$ cat config.mk
export PLATFORM = sky130hd
export DESIGN_NAME = bitwise_logic_pipe
export DESIGN_NICKNAME = d
export VERILOG_FILES = /design/src/rtl/bitwise_logic_pipe.sv
export SDC_FILE = /design/constraint.sdc
export NUM_CORES = 1
export LEC_CHECK = 0
export ABC_AREA = 1
export CAP_MARGIN = 20
export CORE_ASPECT_RATIO = 1.2
export CORE_UTILIZATION = 40
export DETAILED_ROUTE_END_ITERATION = 10
export GPL_ROUTABILITY_DRIVEN = 0
export PLACE_DENSITY_LB_ADDON = 0.12
export REMOVE_ABC_BUFFERS = 1
export SLEW_MARGIN = 0
export SYNTH_ARGS = -nofsm -noshare
export SYNTH_HDL_FRONTEND = slang
export SYNTH_SLANG_ARGS = --single-unit
$ cat constraint.sdc
create_clock -name clk -period 1.7 [get_ports clk]
set_input_delay 0.51 -clock clk [delete_from_list [all_inputs] [get_ports clk]]
set_output_delay 0.51 -clock clk [all_outputs]
set_load 0.005 [all_outputs]
$ cat src/rtl/bitwise_logic_pipe.sv
// bitwise_logic_pipe
//   Pipelined bitwise logic unit. Each accepted transaction picks one of eight
//   2-input bitwise functions via i_in_op. The unit computes the result
//   combinationally and then passes it through a STAGES-deep valid/ready
//   pipeline. The pipeline supports backpressure and full throughput.
//
//   Ports
//     clk          rising-edge clock
//     rst_n        asynchronous active-low reset
//     i_in_valid   input transaction valid
//     o_in_ready   pipeline can accept input this cycle (comb. from i_out_ready)
//     i_in_op      function select: 0 NOR, 1 ANDN(~a&b), 2 AND, 3 OR,
//                  4 XOR, 5 XNOR, 6 NAND, 7 PASS_A
//     i_in_a       operand A
//     i_in_b       operand B
//     o_out_valid  result valid (last stage)
//     i_out_ready  downstream accepts result
//     o_out_data   result
//     o_out_op     op that produced o_out_data
//     o_out_cnt    count of completed output transfers (wraps silently)
module bitwise_logic_pipe #(
    parameter int unsigned WIDTH  = 8,
    parameter int unsigned STAGES = 2,
    parameter int unsigned CNT_W  = 16
) (
    input  logic             clk,
    input  logic             rst_n,
    input  logic             i_in_valid,
    output logic             o_in_ready,
    input  logic [2:0]       i_in_op,
    input  logic [WIDTH-1:0] i_in_a,
    input  logic [WIDTH-1:0] i_in_b,
    output logic             o_out_valid,
    input  logic             i_out_ready,
    output logic [WIDTH-1:0] o_out_data,
    output logic [2:0]       o_out_op,
    output logic [CNT_W-1:0] o_out_cnt
);

    logic [WIDTH-1:0]              w_result;
    logic [STAGES-1:0]             w_adv;
    logic [STAGES-1:0]             r_valid;
    logic [STAGES-1:0][WIDTH-1:0]  r_data;
    logic [STAGES-1:0][2:0]        r_op;
    logic [CNT_W-1:0]              r_cnt;

    always_comb begin
        w_result = i_in_a;
        case (i_in_op)
            3'd0:    w_result = ~(i_in_a | i_in_b);
            3'd1:    w_result = ~i_in_a & i_in_b;
            3'd2:    w_result = i_in_a & i_in_b;
            3'd3:    w_result = i_in_a | i_in_b;
            3'd4:    w_result = i_in_a ^ i_in_b;
            3'd5:    w_result = ~(i_in_a ^ i_in_b);
            3'd6:    w_result = ~(i_in_a & i_in_b);
            default: w_result = i_in_a;
        endcase
    end

    // A stage may advance when it or any stage downstream of it holds a bubble,
    // or when the output is being taken. The OR is accumulated from the output
    // side so that w_adv never reads itself.
    always_comb begin
        logic w_acc;
        w_acc = i_out_ready;
        w_adv = '0;
        for (int k = STAGES - 1; k >= 0; k--) begin
            w_acc    = w_acc | ~r_valid[k];
            w_adv[k] = w_acc;
        end
    end

    for (genvar g = 0; g < STAGES; g++) begin : g_stage
        if (g == 0) begin : g_first
            always_ff @(posedge clk or negedge rst_n) begin
                if (!rst_n) begin
                    r_valid[0] <= 1'b0;
                    r_data[0]  <= '0;
                    r_op[0]    <= '0;
                end else if (w_adv[0]) begin
                    r_valid[0] <= i_in_valid;
                    // Payload only moves with a valid token, so idle inputs
                    // (possibly X) never reach the pipeline registers.
                    if (i_in_valid) begin
                        r_data[0] <= w_result;
                        r_op[0]   <= i_in_op;
                    end
                end
            end
        end else begin : g_next
            always_ff @(posedge clk or negedge rst_n) begin
                if (!rst_n) begin
                    r_valid[g] <= 1'b0;
                    r_data[g]  <= '0;
                    r_op[g]    <= '0;
                end else if (w_adv[g]) begin
                    r_valid[g] <= r_valid[g-1];
                    if (r_valid[g-1]) begin
                        r_data[g] <= r_data[g-1];
                        r_op[g]   <= r_op[g-1];
                    end
                end
            end
        end
    end

    always_ff @(posedge clk or negedge rst_n) begin
        if (!rst_n) begin
            r_cnt <= '0;
        end else if (r_valid[STAGES-1] && i_out_ready) begin
            r_cnt <= r_cnt + CNT_W'(1);
        end
    end

    assign o_in_ready  = w_adv[0];
    assign o_out_valid = r_valid[STAGES-1];
    assign o_out_data  = r_data[STAGES-1];
    assign o_out_op    = r_op[STAGES-1];
    assign o_out_cnt   = r_cnt;

endmodule
==> flow_summary.ini, run 1 <==
[pwr]
clkPwrFrac = 0.233
p_int_w = 0.00233
swShare = 0.283
p_total_w = 0.00325
powerDensity_nw_per_um2 = 789
power_frac_seq = 0.390
vdd_drop_max_mv = 0.535
p_leak_nw = 2.37
combPwrFrac = 0.377
switching_power_w = 0.000921

[flow_run]
drv_cap = 0

[placed_design]
post-dp-hpwl_um = 4650
portBuffers = 51
placedCellCount = 544

[sta]
hold_ws_ps = 171
final_max_slew_viol_count = 0
setup_viol = 0
slew_headroom = 0.755
worst_pin_slew_ps = 367
hold_viol_final = 0
fin_crit_sh = 0.979
fin_crit_ps = 1660
skew_ps = 7.40
fmax_mhz = 601

[floorplan]
floorplan.die_area_um2 = 7680
die_x_um = 80.2
rows = 33
fp.coreArea_um2 = 6980
initial_core_util = 0.420
die_h_um = 95.8
io_pins = 52

[detailed_routing]
wire_per_inst_um = 11.4
dr.pass1.iters = 4
viasPerCell = 4.82
ant_nets = 0
drc_errors = 0
vias = 2778
drt-total-wl_um = 6580
drt_iter0_markers = 124

[critical_path]
critPathTopFamily = buffers and inverters
cp-start-kind = flip-flop
crit_chain = clkdlybuf4s50_1
end_kind = primary output
r2r_slack_ps = 210
r2r_start = o_out_cnt[4]$_DFFE_PN0P_
cp.buffers_inverters = 1
reg2reg_depth = 9
arrival_ps = 1150
required_ps = 1190
critPathMaxFanout = 2
critPathKind = reg -> out
critical_path.max_stage_delay_ps = 510
cp_slowest_cell = clkdlybuf4s50_1
r2r_end = o_out_cnt[15]$_DFFE_PN0P_

[cts]
numCtsBuffers = 5
cts_sinks = 40
cts_max_level = 2
clockBufferDepth = 2
clkLatencyLatePin_ps = 290
cts_tree = yes
root_buffer = clkbuf_8
clk_pin_slew_ps = 80

[logic_synthesis]
yosysSeqAreaShare = 0.341
ys_top_cells_by_area = dfrtp_1 34%, nand2_1 14%, ha_1 11%
synth_cell_types = 24
synthXorXnorAreaFrac = 0.0209
postSynthRegisterBits = 40
netlist.area_leader.share = 0.341
synth_top_family_by_area = simple AND/OR/NAND/NOR gates
synth_mux_area_frac = 0.0422
netlist_area_um2 = 2930
synthAdderAreaFrac = 0.107
yosys_warnings = 0
synth_compound_area_frac = 0.0273
syn_inst = 387
synthSimpleGateAreaFrac = 0.315
synth_area_leader_cell = dfrtp_1
avgSynthCellArea_um2 = 7.58

[finish]
post-route-util = 0.590
num_antenna_cells = 0
final_common_cell = nand2_1
syn_to_final_growth_pct = 40.4
mostFrequentLayoutCells = 106 x nand2_1, 64 x buf_4, 57 x inv_1
drive_above_1_share = 0.221
final_nets = 536
fin_cells = 576

[global_routing]
antenna_found_initial = 0
grt_usage = 0.183
grt.overflow.total = 0
grt_pass1_wl_um = 11100
grt_max_degree = 41
grt_pass1_vias = 2646

[min_path]
worstHoldPathType = in -> async

[outcome]
status = finished, final reports clean
-- cell type report --
type                    count  area (um2)
inverters                  63         244
fillers                   650        2860
multi-input cells         258        1540
well taps                  87         109
flip-flops and latches     40        1000
clock buffers               6        72.6
clock inverters             2        35.0
repair buffers            120        1120
-- sequential cells by signal, summed over array words and instances (netlist names) --
register / cells
o_out_cnt: 16
o_out_data: 8
r_data: 8
o_out_op: 3
r_op: 3
o_out_valid: 1
r_valid: 1
-- power by group through the flow --
stage               Clock (W)  Sequential [W]  Combinational (W)
finish               0.000758         0.00127            0.00122
global placement            0         0.00132            0.00106
detailed placement          0         0.00133            0.00108
global route         0.000816         0.00130            0.00137
CTS                  0.000785         0.00127            0.00122
floorplan                   0         0.00132           0.000425
-- timing repair --
| item | in CTS | in global routing |
|---|---|---|
| endpoints found under the hold margin | 0 | 0 |
| setup endpoints to repair | 22 | 21 |
| gates resized for setup | 7 | 24 |
| hold buffers | 0 | 0 |
| pin swaps | 0 | 6 |
| setup buffers | 14 | 10 |
| gates cloned | 0 | 0 |
-- worst max path at each step --
stage                                        start                         to  slack (ps)  cells past startpoint
after global placement                 i_out_ready                 o_in_ready        -430                      4
after CTS                 o_out_cnt[7]$_DFFE_PN0P_               o_out_cnt[7]           1                      1
after global routing      o_out_cnt[6]$_DFFE_PN0P_               o_out_cnt[6]          -5                      1
after detailed placement               i_out_ready                 o_in_ready        -440                      4
final                     o_out_cnt[6]$_DFFE_PN0P_               o_out_cnt[6]          40                      1
after floorplan                        i_out_ready  o_out_data[0]$_DFFE_PN0P_         320                      4
-- cell families after synthesis --
group	Yosys count
XOR/XNOR	7
buffers and inverters	89
adder cells (fa/ha/maj)	25
flip-flops	40
AO/OA/AOI/OAI	16
AND/OR/NAND/NOR	199
multiplexers	11
-- synth_stat cells --
cell and count:
nand2_1 106, inv_1 60, dfrtp_1 40, nand4_1 33
ha_1 25, nand3_1 24, nor2_1 23, buf_4 14
mux2_2 11, a21oi_1 10, buf_2 8, o21ai_0 6
buf_6 4, xnor2_1 4, nor3_1 3, xor2_1 3
inv_4 2, nand2_2 2, nand3b_1 2, nor2_4 2
nor3_2 2, inv_2 1, nand3_2 1, nand3_4 1
-- routing by layer --
layer  routed length (um)  track usage
met2                 3390        0.353
met1                 2880        0.207
met4                   80       0.0625
met5                    0            0
met3                  230       0.0199
-- metrics by stage --
stage	setup WS [ps]	setup TNS (ps)	instance area [um2]
after floorplan	316	0	2740
after global placement	-433	-6230	3730
after detailed placement	-441	-6830	3730
after CTS	1.50	0	3950
after global routing	-4.83	-4.83	4120
final	35.7	0	4120
No activity file was read; power rests on OpenSTA's default activity.
==> run 2: changes to the inputs <==
--- a/config.mk
+++ b/config.mk
@@ -9,6 +9,7 @@
 export CAP_MARGIN = 20
 export CORE_ASPECT_RATIO = 1.2
 export CORE_UTILIZATION = 40
+export CTS_BUF_LIST = sky130_fd_sc_hd__clkbuf_8
 export DETAILED_ROUTE_END_ITERATION = 10
 export GPL_ROUTABILITY_DRIVEN = 0
 export PLACE_DENSITY_LB_ADDON = 0.12
==> flow_summary.ini, run 2 (synthesis results as in run 1) <==
[floorplan]
rows = 33
die_h_um = 95.8
io_pins = 52
initial_core_util = 0.420
floorplan.die_area_um2 = 7680
die_x_um = 80.2
fp.coreArea_um2 = 6980

[finish]
post-route-util = 0.590
drive_above_1_share = 0.221
final_nets = 536
nFillCells = 650
largest_register_ffs = 16
fin_area_um2 = 4120
fin_cells = 576
mostFrequentLayoutCells = 106 x nand2_1, 64 x buf_4, 58 x inv_1
syn_to_final_growth_pct = 40.4
multi_input_area_um2 = 1540
num_antenna_cells = 0
final_common_cell = nand2_1
seqCellArea_um2 = 1000

[placed_design]
dp_slack_ps = -441
postPlaceCellArea_um2 = 3730
portBuffers = 51
placedCellCount = 544
post-dp-hpwl_um = 4650

[critical_path]
reg2reg_depth = 9
critPathTopFamily = buffers and inverters
cp.buffers_inverters = 1
critical_path_depth = 1
end_kind = primary output
critPathMaxFanout = 2
cp-start-kind = flip-flop
worstSetupStartpoint = o_out_cnt[6]$_DFFE_PN0P_
critPathKind = reg -> out
crit_chain = clkdlybuf4s50_1
critical_path.max_stage_delay_ps = 510
required_ps = 1190
arrival_ps = 1160
r2r_start = o_out_cnt[4]$_DFFE_PN0P_
r2r_slack_ps = 210
cp_slowest_cell = clkdlybuf4s50_1

[cts]
cts_max_level = 2
cts_tree = yes
cts_sinks = 40
clk_pin_slew_ps = 80
cts_hold_buf = 0
root_buffer = clkbuf_8
numCtsBuffers = 5
clkLatencyLatePin_ps = 290
clockBufferDepth = 2

[global_routing]
antenna_found_initial = 0
grt_usage = 0.183
grt_max_degree = 41
grt.overflow.total = 0
grt_pass1_wl_um = 11100
grt_pass1_vias = 2646

[flow_run]
drv_cap = 0

[sta]
hold_viol_final = 0
fmax_mhz = 600
final_max_slew_viol_count = 0
worst_slack_ps = 33.6
slew_headroom = 0.755
fin_crit_sh = 0.980
worst_pin_slew_ps = 367
fin_crit_ps = 1670
setup_viol = 0
setup_tns_ps = 0
skew_ps = 9.22

[min_path]
worstHoldPathType = in -> async

[detailed_routing]
drc_errors = 0
wire_per_inst_um = 11.4
drt_iter0_markers = 124
drt-total-wl_um = 6570
dr.pass1.iters = 4
viasPerCell = 4.82
ant_nets = 0
vias = 2776

[outcome]
status = finished, final reports clean

[pwr]
vdd_drop_max_mv = 0.535
p_leak_nw = 2.38
powerDensity_nw_per_um2 = 788
==> run 2: cell types whose count changed in the layout (fill, tap and decap cells not counted) <==
| cell | previous run | this run |
|---|---|---|
| clkbuf_1 | 1 | 0 |
| inv_1 | 57 | 58 |
==> run 2: what timing repair did <==
action                                  in CTS  in global routing
buffers inserted                            14                 10
endpoints found under the setup margin      22                 21
pin swaps                                    0                  6
gates resized for setup                      7                 24
==> run 2: worst paths after layout <==
check / endpoint
worst max-delay path: o_out_cnt[6]
worst min register to register: r_data[5]$_DFFE_PN0P_
worst min-delay path: o_out_cnt[2]$_DFFE_PN0P_
max in group asynchronous: r_data[5]$_DFFE_PN0P_
worst max register to register: o_out_cnt[15]$_DFFE_PN0P_
min in group clk: r_data[5]$_DFFE_PN0P_
==> run 2: cell type report <==
class | count | area share
tap | 87 | 0.0264
inverter | 63 | 0.0592
clock inverter | 3 | 0.00941
clock buffer | 5 | 0.0167
sequential | 40 | 0.243
multi-input combinational | 258 | 0.374
timing repair buffer | 120 | 0.271
==> run 2: power by group <==
| group | internal (W) | switching (W) | leakage (nW) |
|---|---|---|---|
| clock | 0.000430 | 0.000324 | 0.0593 |
| sequential | 0.00116 | 0.000106 | 0.507 |
| combinational | 0.000732 | 0.000492 | 1.81 |
==> run 2: routing by layer <==
| metal | part of all wire | vias to the layer above | global-route usage |
|---|---|---|---|
| met3 | 0.033 | 4 | 0.0199 |
| met1 | 0.44 | 1289 | 0.207 |
| met2 | 0.51 | 64 | 0.353 |
| li1 | - | 1419 | - |
| met4 | 0.012 | 0 | 0.0625 |
| met5 | 0 | - | 0 |
==> run 2: through the flow <==
step | power [W] | hold WS (ps)
CTS | 0.00327 | 181
detailed placement | 0.00241 | 462
global placement | 0.00238 | 459
global route | 0.00348 | 196
floorplan | 0.00175 | 214
finish | 0.00325 | 169
